--- src/rtl/verin_pkg.sv ---
// Shared definitions for the tiller actuator (verin) PWM controller: register map,
// state encoding and STATUS word layout.
package verin_pkg;

  localparam logic [1:0] ADDR_PERIOD = 2'd0;
  localparam logic [1:0] ADDR_DUTY   = 2'd1;
  localparam logic [1:0] ADDR_CTRL   = 2'd2;
  localparam logic [1:0] ADDR_STATUS = 2'd3;

  typedef enum logic [1:0] {
    ST_IDLE    = 2'd0,
    ST_DEAD    = 2'd1,
    ST_RUN     = 2'd2,
    ST_BLOCKED = 2'd3
  } state_e;

  // STATUS bit positions, also consumed by the C header generator
  localparam int STAT_POS_LSB   = 0;
  localparam int STAT_POS_MSB   = 11;
  localparam int STAT_AT_MIN    = 12;
  localparam int STAT_AT_MAX    = 13;
  localparam int STAT_STATE_LSB = 14;
  localparam int STAT_STATE_MSB = 15;

  function automatic logic [31:0] pack_status(input logic [11:0] pos, input logic at_min,
                                              input logic at_max, input state_e st);
    logic [31:0] word;
    word = 32'd0;
    word[STAT_POS_MSB:STAT_POS_LSB]     = pos;
    word[STAT_AT_MIN]                   = at_min;
    word[STAT_AT_MAX]                   = at_max;
    word[STAT_STATE_MSB:STAT_STATE_LSB] = st;
    return word;
  endfunction

endpackage

--- src/rtl/verin_pwm_gen.sv ---
// PWM generator: free-running period counter with shadowed period/duty so a new
// setpoint only takes effect at a period boundary.
module verin_pwm_gen (
  input  logic        clk,
  input  logic        reset_n,
  input  logic        run_i,
  input  logic [15:0] period_i,
  input  logic [15:0] duty_i,
  output logic        pwm_o
);

  logic [15:0] cnt_q, cnt_d;
  logic [15:0] period_sh_q, period_sh_d;
  logic [15:0] duty_sh_q, duty_sh_d;
  logic        pwm_q, pwm_d;
  logic        wrap_s;

  // A zero period never wraps on its own, so it is treated as a wrap every cycle
  // to let a newly written period be picked up.
  always_comb begin
    wrap_s      = (period_sh_q == 16'd0) || (cnt_q == (period_sh_q - 16'd1));
    cnt_d       = cnt_q;
    period_sh_d = period_sh_q;
    duty_sh_d   = duty_sh_q;
    pwm_d       = 1'b0;
    if (!run_i) begin
      cnt_d       = 16'd0;
      period_sh_d = period_i;
      duty_sh_d   = duty_i;
      pwm_d       = 1'b0;
    end else begin
      pwm_d = (period_sh_q != 16'd0) && (cnt_q < duty_sh_q);
      if (wrap_s) begin
        cnt_d       = 16'd0;
        period_sh_d = period_i;
        duty_sh_d   = duty_i;
      end else begin
        cnt_d = cnt_q + 16'd1;
      end
    end
  end

  // Counter, shadow and output registers
  always_ff @(posedge clk or negedge reset_n) begin
    if (!reset_n) begin
      cnt_q       <= 16'd0;
      period_sh_q <= 16'd0;
      duty_sh_q   <= 16'd0;
      pwm_q       <= 1'b0;
    end else begin
      cnt_q       <= cnt_d;
      period_sh_q <= period_sh_d;
      duty_sh_q   <= duty_sh_d;
      pwm_q       <= pwm_d;
    end
  end

  assign pwm_o = pwm_q;

endmodule

--- src/rtl/verin_pwm_ctrl.sv ---
// Avalon-MM slave sequencing the tiller H-bridge: register file, direction/dead-time
// state machine and end-of-stroke blocking from the ADC position.
module verin_pwm_ctrl
  import verin_pkg::*;
#(
  parameter int          DEAD_CYCLES = 50,
  parameter logic [11:0] POS_MIN     = 12'd200,
  parameter logic [11:0] POS_MAX     = 12'd3900
) (
  input  logic        clk,
  input  logic        reset_n,
  input  logic [1:0]  address,
  input  logic        chipselect,
  input  logic        write_n,
  input  logic [31:0] writedata,
  output logic [31:0] readdata,
  input  logic [11:0] position,
  input  logic        pos_valid,
  output logic        pwm_out,
  output logic        sens_out,
  output logic        butee_irq
);

  localparam int DEAD_W = $clog2(DEAD_CYCLES + 1);
  localparam logic [DEAD_W-1:0] DEAD_LAST = DEAD_W'(DEAD_CYCLES - 1);

  logic [15:0]       period_q, period_d;
  logic [15:0]       duty_q, duty_d;
  logic              enable_q, enable_d;
  logic              sens_req_q, sens_req_d;
  logic              sens_req_prev_q;
  logic [11:0]       pos_q, pos_d;
  logic              at_min_q, at_min_d;
  logic              at_max_q, at_max_d;
  state_e            state_q, state_d;
  logic [DEAD_W-1:0] dead_cnt_q, dead_cnt_d;
  logic              sens_out_q, sens_out_d;
  logic              butee_q;
  logic [31:0]       readdata_q, readdata_d;
  logic              wr_en_s;
  logic              stop_hit_s;
  logic              run_s;
  logic              unused_wdata_s;

  assign wr_en_s        = chipselect && !write_n;
  assign unused_wdata_s = ^writedata[31:16];

  // Register file writes and position latch
  always_comb begin
    period_d   = period_q;
    duty_d     = duty_q;
    enable_d   = enable_q;
    sens_req_d = sens_req_q;
    if (wr_en_s) begin
      case (address)
        ADDR_PERIOD: period_d = writedata[15:0];
        ADDR_DUTY:   duty_d   = writedata[15:0];
        ADDR_CTRL: begin
          enable_d   = writedata[0];
          sens_req_d = writedata[1];
        end
        default: period_d = period_q;
      endcase
    end else begin
      period_d = period_q;
    end
    if (pos_valid) begin
      pos_d    = position;
      at_min_d = (position <= POS_MIN);
      at_max_d = (position >= POS_MAX);
    end else begin
      pos_d    = pos_q;
      at_min_d = at_min_q;
      at_max_d = at_max_q;
    end
  end

  // Sequencer; priority is enable=0, then end-stop, then direction change
  always_comb begin
    state_d    = state_q;
    dead_cnt_d = dead_cnt_q;
    sens_out_d = sens_out_q;
    stop_hit_s = (sens_out_q && at_max_q) || (!sens_out_q && at_min_q);
    case (state_q)
      ST_IDLE: begin
        if (enable_q) begin
          sens_out_d = sens_req_q;
          dead_cnt_d = DEAD_W'(0);
          state_d    = ST_DEAD;
        end else begin
          state_d = ST_IDLE;
        end
      end
      ST_DEAD: begin
        if (!enable_q) begin
          state_d = ST_IDLE;
        end else if (sens_req_q != sens_req_prev_q) begin
          dead_cnt_d = DEAD_W'(0);
        end else if (dead_cnt_q == DEAD_LAST) begin
          sens_out_d = sens_req_q;
          state_d    = ST_RUN;
        end else begin
          dead_cnt_d = dead_cnt_q + DEAD_W'(1);
        end
      end
      ST_RUN: begin
        if (!enable_q) begin
          state_d = ST_IDLE;
        end else if (stop_hit_s) begin
          state_d = ST_BLOCKED;
        end else if (sens_req_q != sens_out_q) begin
          dead_cnt_d = DEAD_W'(0);
          state_d    = ST_DEAD;
        end else begin
          state_d = ST_RUN;
        end
      end
      ST_BLOCKED: begin
        // Only a request pointing away from the active stop releases the block
        if (!enable_q) begin
          state_d = ST_IDLE;
        end else if (sens_req_q != sens_out_q) begin
          dead_cnt_d = DEAD_W'(0);
          state_d    = ST_DEAD;
        end else begin
          state_d = ST_BLOCKED;
        end
      end
      default: state_d = ST_IDLE;
    endcase
  end

  // Read mux, registered below for one-cycle latency
  always_comb begin
    readdata_d = 32'd0;
    case (address)
      ADDR_PERIOD: readdata_d = {16'd0, period_q};
      ADDR_DUTY:   readdata_d = {16'd0, duty_q};
      ADDR_CTRL:   readdata_d = {30'd0, sens_req_q, enable_q};
      ADDR_STATUS: readdata_d = pack_status(pos_q, at_min_q, at_max_q, state_q);
      default:     readdata_d = 32'd0;
    endcase
  end

  // Driving the generator from the next state cuts PWM on the cycle a stop is taken
  assign run_s = (state_d == ST_RUN);

  // All controller state
  always_ff @(posedge clk or negedge reset_n) begin
    if (!reset_n) begin
      period_q        <= 16'd0;
      duty_q          <= 16'd0;
      enable_q        <= 1'b0;
      sens_req_q      <= 1'b0;
      sens_req_prev_q <= 1'b0;
      pos_q           <= 12'd0;
      at_min_q        <= 1'b0;
      at_max_q        <= 1'b0;
      state_q         <= ST_IDLE;
      dead_cnt_q      <= DEAD_W'(0);
      sens_out_q      <= 1'b0;
      butee_q         <= 1'b0;
      readdata_q      <= 32'd0;
    end else begin
      period_q        <= period_d;
      duty_q          <= duty_d;
      enable_q        <= enable_d;
      sens_req_q      <= sens_req_d;
      sens_req_prev_q <= sens_req_q;
      pos_q           <= pos_d;
      at_min_q        <= at_min_d;
      at_max_q        <= at_max_d;
      state_q         <= state_d;
      dead_cnt_q      <= dead_cnt_d;
      sens_out_q      <= sens_out_d;
      butee_q         <= (state_d == ST_BLOCKED);
      readdata_q      <= readdata_d;
    end
  end

  verin_pwm_gen u_pwm_gen (
    .clk      (clk),
    .reset_n  (reset_n),
    .run_i    (run_s),
    .period_i (period_q),
    .duty_i   (duty_q),
    .pwm_o    (pwm_out)
  );

  assign readdata  = readdata_q;
  assign sens_out  = sens_out_q;
  assign butee_irq = butee_q;

endmodule

--- config.mk ---
export PLATFORM = sky130hd
export DESIGN_NAME = verin_pwm_ctrl
export DESIGN_NICKNAME = d
export VERILOG_FILES = /design/src/rtl/verin_pkg.sv /design/src/rtl/verin_pwm_gen.sv /design/src/rtl/verin_pwm_ctrl.sv
export SDC_FILE = /design/constraint.sdc
export NUM_CORES = 1
export LEC_CHECK = 0
export BUFFER_PORTS_ARGS = -buffer_cell sky130_fd_sc_hd__buf_2
export CORE_MARGIN = 2
export CORE_UTILIZATION = 50
export CTS_BUF_LIST = sky130_fd_sc_hd__clkbuf_4 sky130_fd_sc_hd__clkbuf_8
export CTS_CLUSTER_DIAMETER = 200
export DETAILED_ROUTE_END_ITERATION = 7
export MAX_ROUTING_LAYER = met4
export PLACE_DENSITY = 0.71
export RECOVER_POWER = 25
export SLEW_MARGIN = 25
export SYNTH_ARGS = -nofsm -noshare
export SYNTH_HDL_FRONTEND = slang
export SYNTH_SLANG_ARGS = --single-unit
--- constraint.sdc ---
create_clock -name clk -period 5.81 [get_ports clk]
set_clock_uncertainty 0.05 [all_clocks]
set_input_delay 1.162 -clock clk [delete_from_list [all_inputs] [get_ports clk]]
set_output_delay 1.162 -clock clk [all_outputs]
set_load 0.01 [all_outputs]
==> metrics.md <==
| Metric | Value |
|---|---|
| Outcome | `complete, no violations` |
| Die height | `116 um` |
| Final setup viols | `0` |
| Register bit total from synthesis | `124` |
| Area of the multi-input gates | `2940 um2` |
| Worst R2R Start | `sens_req_q` |
| CTS tree | `done` |
| CTS Hold Bufs | `0` |
| Ranking of synthesized cells by area | `dfrtp_1, mux2_2, ha_1, xnor2_1, buf_4` |
| Routed Antenna Nets | `0` |
| Register Area | `3100 um2` |
| Max-capacitance violation count | `0` |
| Max VDD drop | `0.219 mV` |
| CTS Buf Count | `17` |
| Initial drt markers | `210` |
| Syn. warnings | `0` |
| Least-Margin Pin Slew | `815 ps` |
| Share of the synthesized area in the top cell type | `0.494` |
| Avg Synthesized Cell Area | `11.9 um2` |
| CP Capture Type | `flop` |
| Post-synthesis instance total | `526` |
| Final worst-path cycle share | `0.628` |
| # rows | `40` |
| Routability cong. | `0.914` |
| Total Routed Length | `13.4 mm` |
| Sw Pwr | `660 uW` |
| Post-CTS Setup Repair Bufs | `0` |
| Final instance area | `7070 um2` |
| # DRC | `0` |
| Ys async rst share | `1.00` |
| Gr ovfl total | `0` |
| Most numerous cell in the Yosys netlist | `dfrtp_1` |
| CTS max path bufs | `2` |
| R2R setup slack | `2160 ps` |
| PwrDens | `336 nW/um2` |
| Share of layout cells above drive strength 1 | `0.327` |
| I/O pins | `86` |
| ANT cells | `0` |
| CTS resizes | `0` |
| Crit path arrival time | `3920 ps` |
| PortBufs | `53` |
| Clock Latency Late Sink | `430 ps` |
| Slew Viols, Final | `0` |
| Largest net degree at the start of global routing | `79` |
| RSZ-0062 raised after global routing | `false` |
| Clock Root Buffer | `clkbuf_8` |
| WL/cell | `17.6 um` |
| Rel. slew slack | `0.456` |
| Crit path time final | `3650 ps` |
| DIE AREA | `13500 um2` |
| Area leader, netlist | `dfrtp_1` |
| Hold Fails Final Rpt | `0` |
| DP Area | `6630 um2` |
| DRT Pass-1 Iters | `4` |
| Synth-to-layout area growth | `12.5%` |
| Leakage | `3.23 nW` |
| P_int | `1.71 mW` |
| Core ar. | `12200 um2` |
| Highest clock rate | `274 MHz` |
| First-pass GRT wire length | `22.2 mm` |
| Hold Crit Class | `flop to flop` |
| Cell depth of the worst flop-to-flop path | `8` |
| Final nets | `650` |
| Kind of critical path | `flop to flop` |
| WP data required | `6080 ps` |
| H-tree levels | `4` |
| Top_reg_cell synth | `dfrtp_1` |
| TNS Setup | `0 ps` |
| Worst Hold Launch | `u_pwm_gen.duty_sh_q[1]` |
| Crit-path max FO | `29` |
| Post-synthesis cell type count | `57` |
| Hold Path Stages | `1` |
| Net Sw Frac | `0.278` |
| Startpoint types | `flop` |
| Sequential area share after synthesis | `0.494` |
| Reg2reg end | `u_pwm_gen.period_sh_q[12]` |
| GRT Overall Usage | `0.225` |
| DR vias/cell | `5.52` |
| Post-Syn Area | `6280 um2` |
| Clk pwr share | `0.341` |
| Worst hold path endpoint | `u_pwm_gen.duty_sh_q[1]` |
| Die Width | `116 um` |
| CTS clk-pin slew, worst paths | `70 ps` |
| DR vias | `4187` |
| Initial antenna violation count | `0` |
| Sequential power share | `0.479` |
| Clock sink total | `124` |
| Post-synth top cells | `dfrtp_1, mux2_2, xnor2_1` |
| # fillers | `982` |
| Combinational Power Share | `0.180` |
| Vias in the first global route | `4361` |
| Number of flops mapped to enable cells by yosys | `0` |
| Starting Density | `0.516` |
| Post-DP HPWL | `9.63 mm` |
final cells by class:
type | instances | share of cell area
Timing Repair Buffer | 57 | 0.0427
Multi-Input combinational cell | 358 | 0.417
Tap cell | 168 | 0.0298
Sequential cell | 124 | 0.439
Clock buffer | 25 | 0.0452
Inverter | 21 | 0.0112
Clock inverter | 6 | 0.0154
kinds of logic (layout without fill, tap and decap cells):
logic type / after synthesis / after routing / synth area share
flops: 124 / 124 / 0.494
simple gates: 124 / 124 / 0.111
mux: 96 / 96 / 0.177
compound gates: 65 / 65 / 0.0763
buf+inv: 59 / 109 / 0.0496
xor+xnor: 37 / 37 / 0.0516
fa+ha+maj: 20 / 20 / 0.0398
other cells: 1 / 16 / 0.000597
state kept, by name, summed over array words and instances (netlist names):
name                   cells
at_max_q                   1
at_min_q                   1
butee_irq                  1
dead_cnt_q                 6
duty_q                    16
enable_q                   1
period_q                  16
pos_q                     12
readdata                  16
sens_out                   1
sens_req_prev_q            1
sens_req_q                 1
state_q                    2
u_pwm_gen.cnt_q           16
u_pwm_gen.duty_sh_q       16
u_pwm_gen.period_sh_q     16
u_pwm_gen.pwm_o            1
how the worst max path moves through the flow:
stage / startpoint / to / slack (ps) / depth (start not counted)
CTS: sens_req_q / u_pwm_gen.period_sh_q[12] / 2140 / 8
floorplan: address[0] / period_q[10] / 2930 / 4
global route: u_pwm_gen.period_sh_q[0] / u_pwm_gen.period_sh_q[5] / 1920 / 10
finish: sens_req_q / u_pwm_gen.period_sh_q[12] / 2160 / 8
detailed placement: sens_req_q / u_pwm_gen.duty_sh_q[4] / 2140 / 8
global placement: sens_req_q / u_pwm_gen.period_sh_q[3] / 2240 / 8
power groups by stage:
stage	sequential, mW	clock, mW	combinational [mW]
2_1_floorplan	1.11	0	0.322
3_3_place_gp	1.14	0	0.409
3_5_place_dp	1.15	0	0.426
4_1_cts	1.14	0.827	0.432
5_1_grt	1.16	0.864	0.473
6_report	1.14	0.810	0.427
critical path: stages, from the launching register on:
cell and delay (ps):
dfrtp_1 490, xor2_1 200, or3_1 450, or3_4 430, a211oi_4 250, nand3_2 180, a31oi_4 690, buf_4 420
mux2_2 370
layer usage:
layer | global-route usage | routed length (um) | part of all wire
met5 | - | 0 | 0
met2 | 0.366 | 6650 | 0.50
met3 | 0.0507 | 482 | 0.036
met4 | 0.0667 | 195 | 0.015
met1 | 0.283 | 6060 | 0.45
placed cells by master, fill, tap and decap left out, drive strengths merged, types with 16 or more instances in the layout:
master / count
conb: 16
and2: 16
xnor2: 24
mux2: 94
ha: 20
clkbuf: 25
nand3: 17
dfrtp: 124
inv: 21
nor2: 20
buf: 57
stage by stage:
| step | total power [mW] | utilization | worst slack [ps] | std cells | hold slack (ps) |
|---|---|---|---|---|---|
| detailed placement | 1.58 | 0.545 | 2140 | 728 | 437 |
| global route | 2.49 | 0.581 | 1920 | 759 | 461 |
| CTS | 2.39 | 0.581 | 2140 | 759 | 448 |
| global placement | 1.55 | 0.545 | 2240 | 728 | 426 |
| floorplan | 1.43 | - | 2930 | 541 | 396 |
| finish | 2.37 | 0.581 | 2160 | 759 | 455 |
Power figures use the tool's default switching activity.
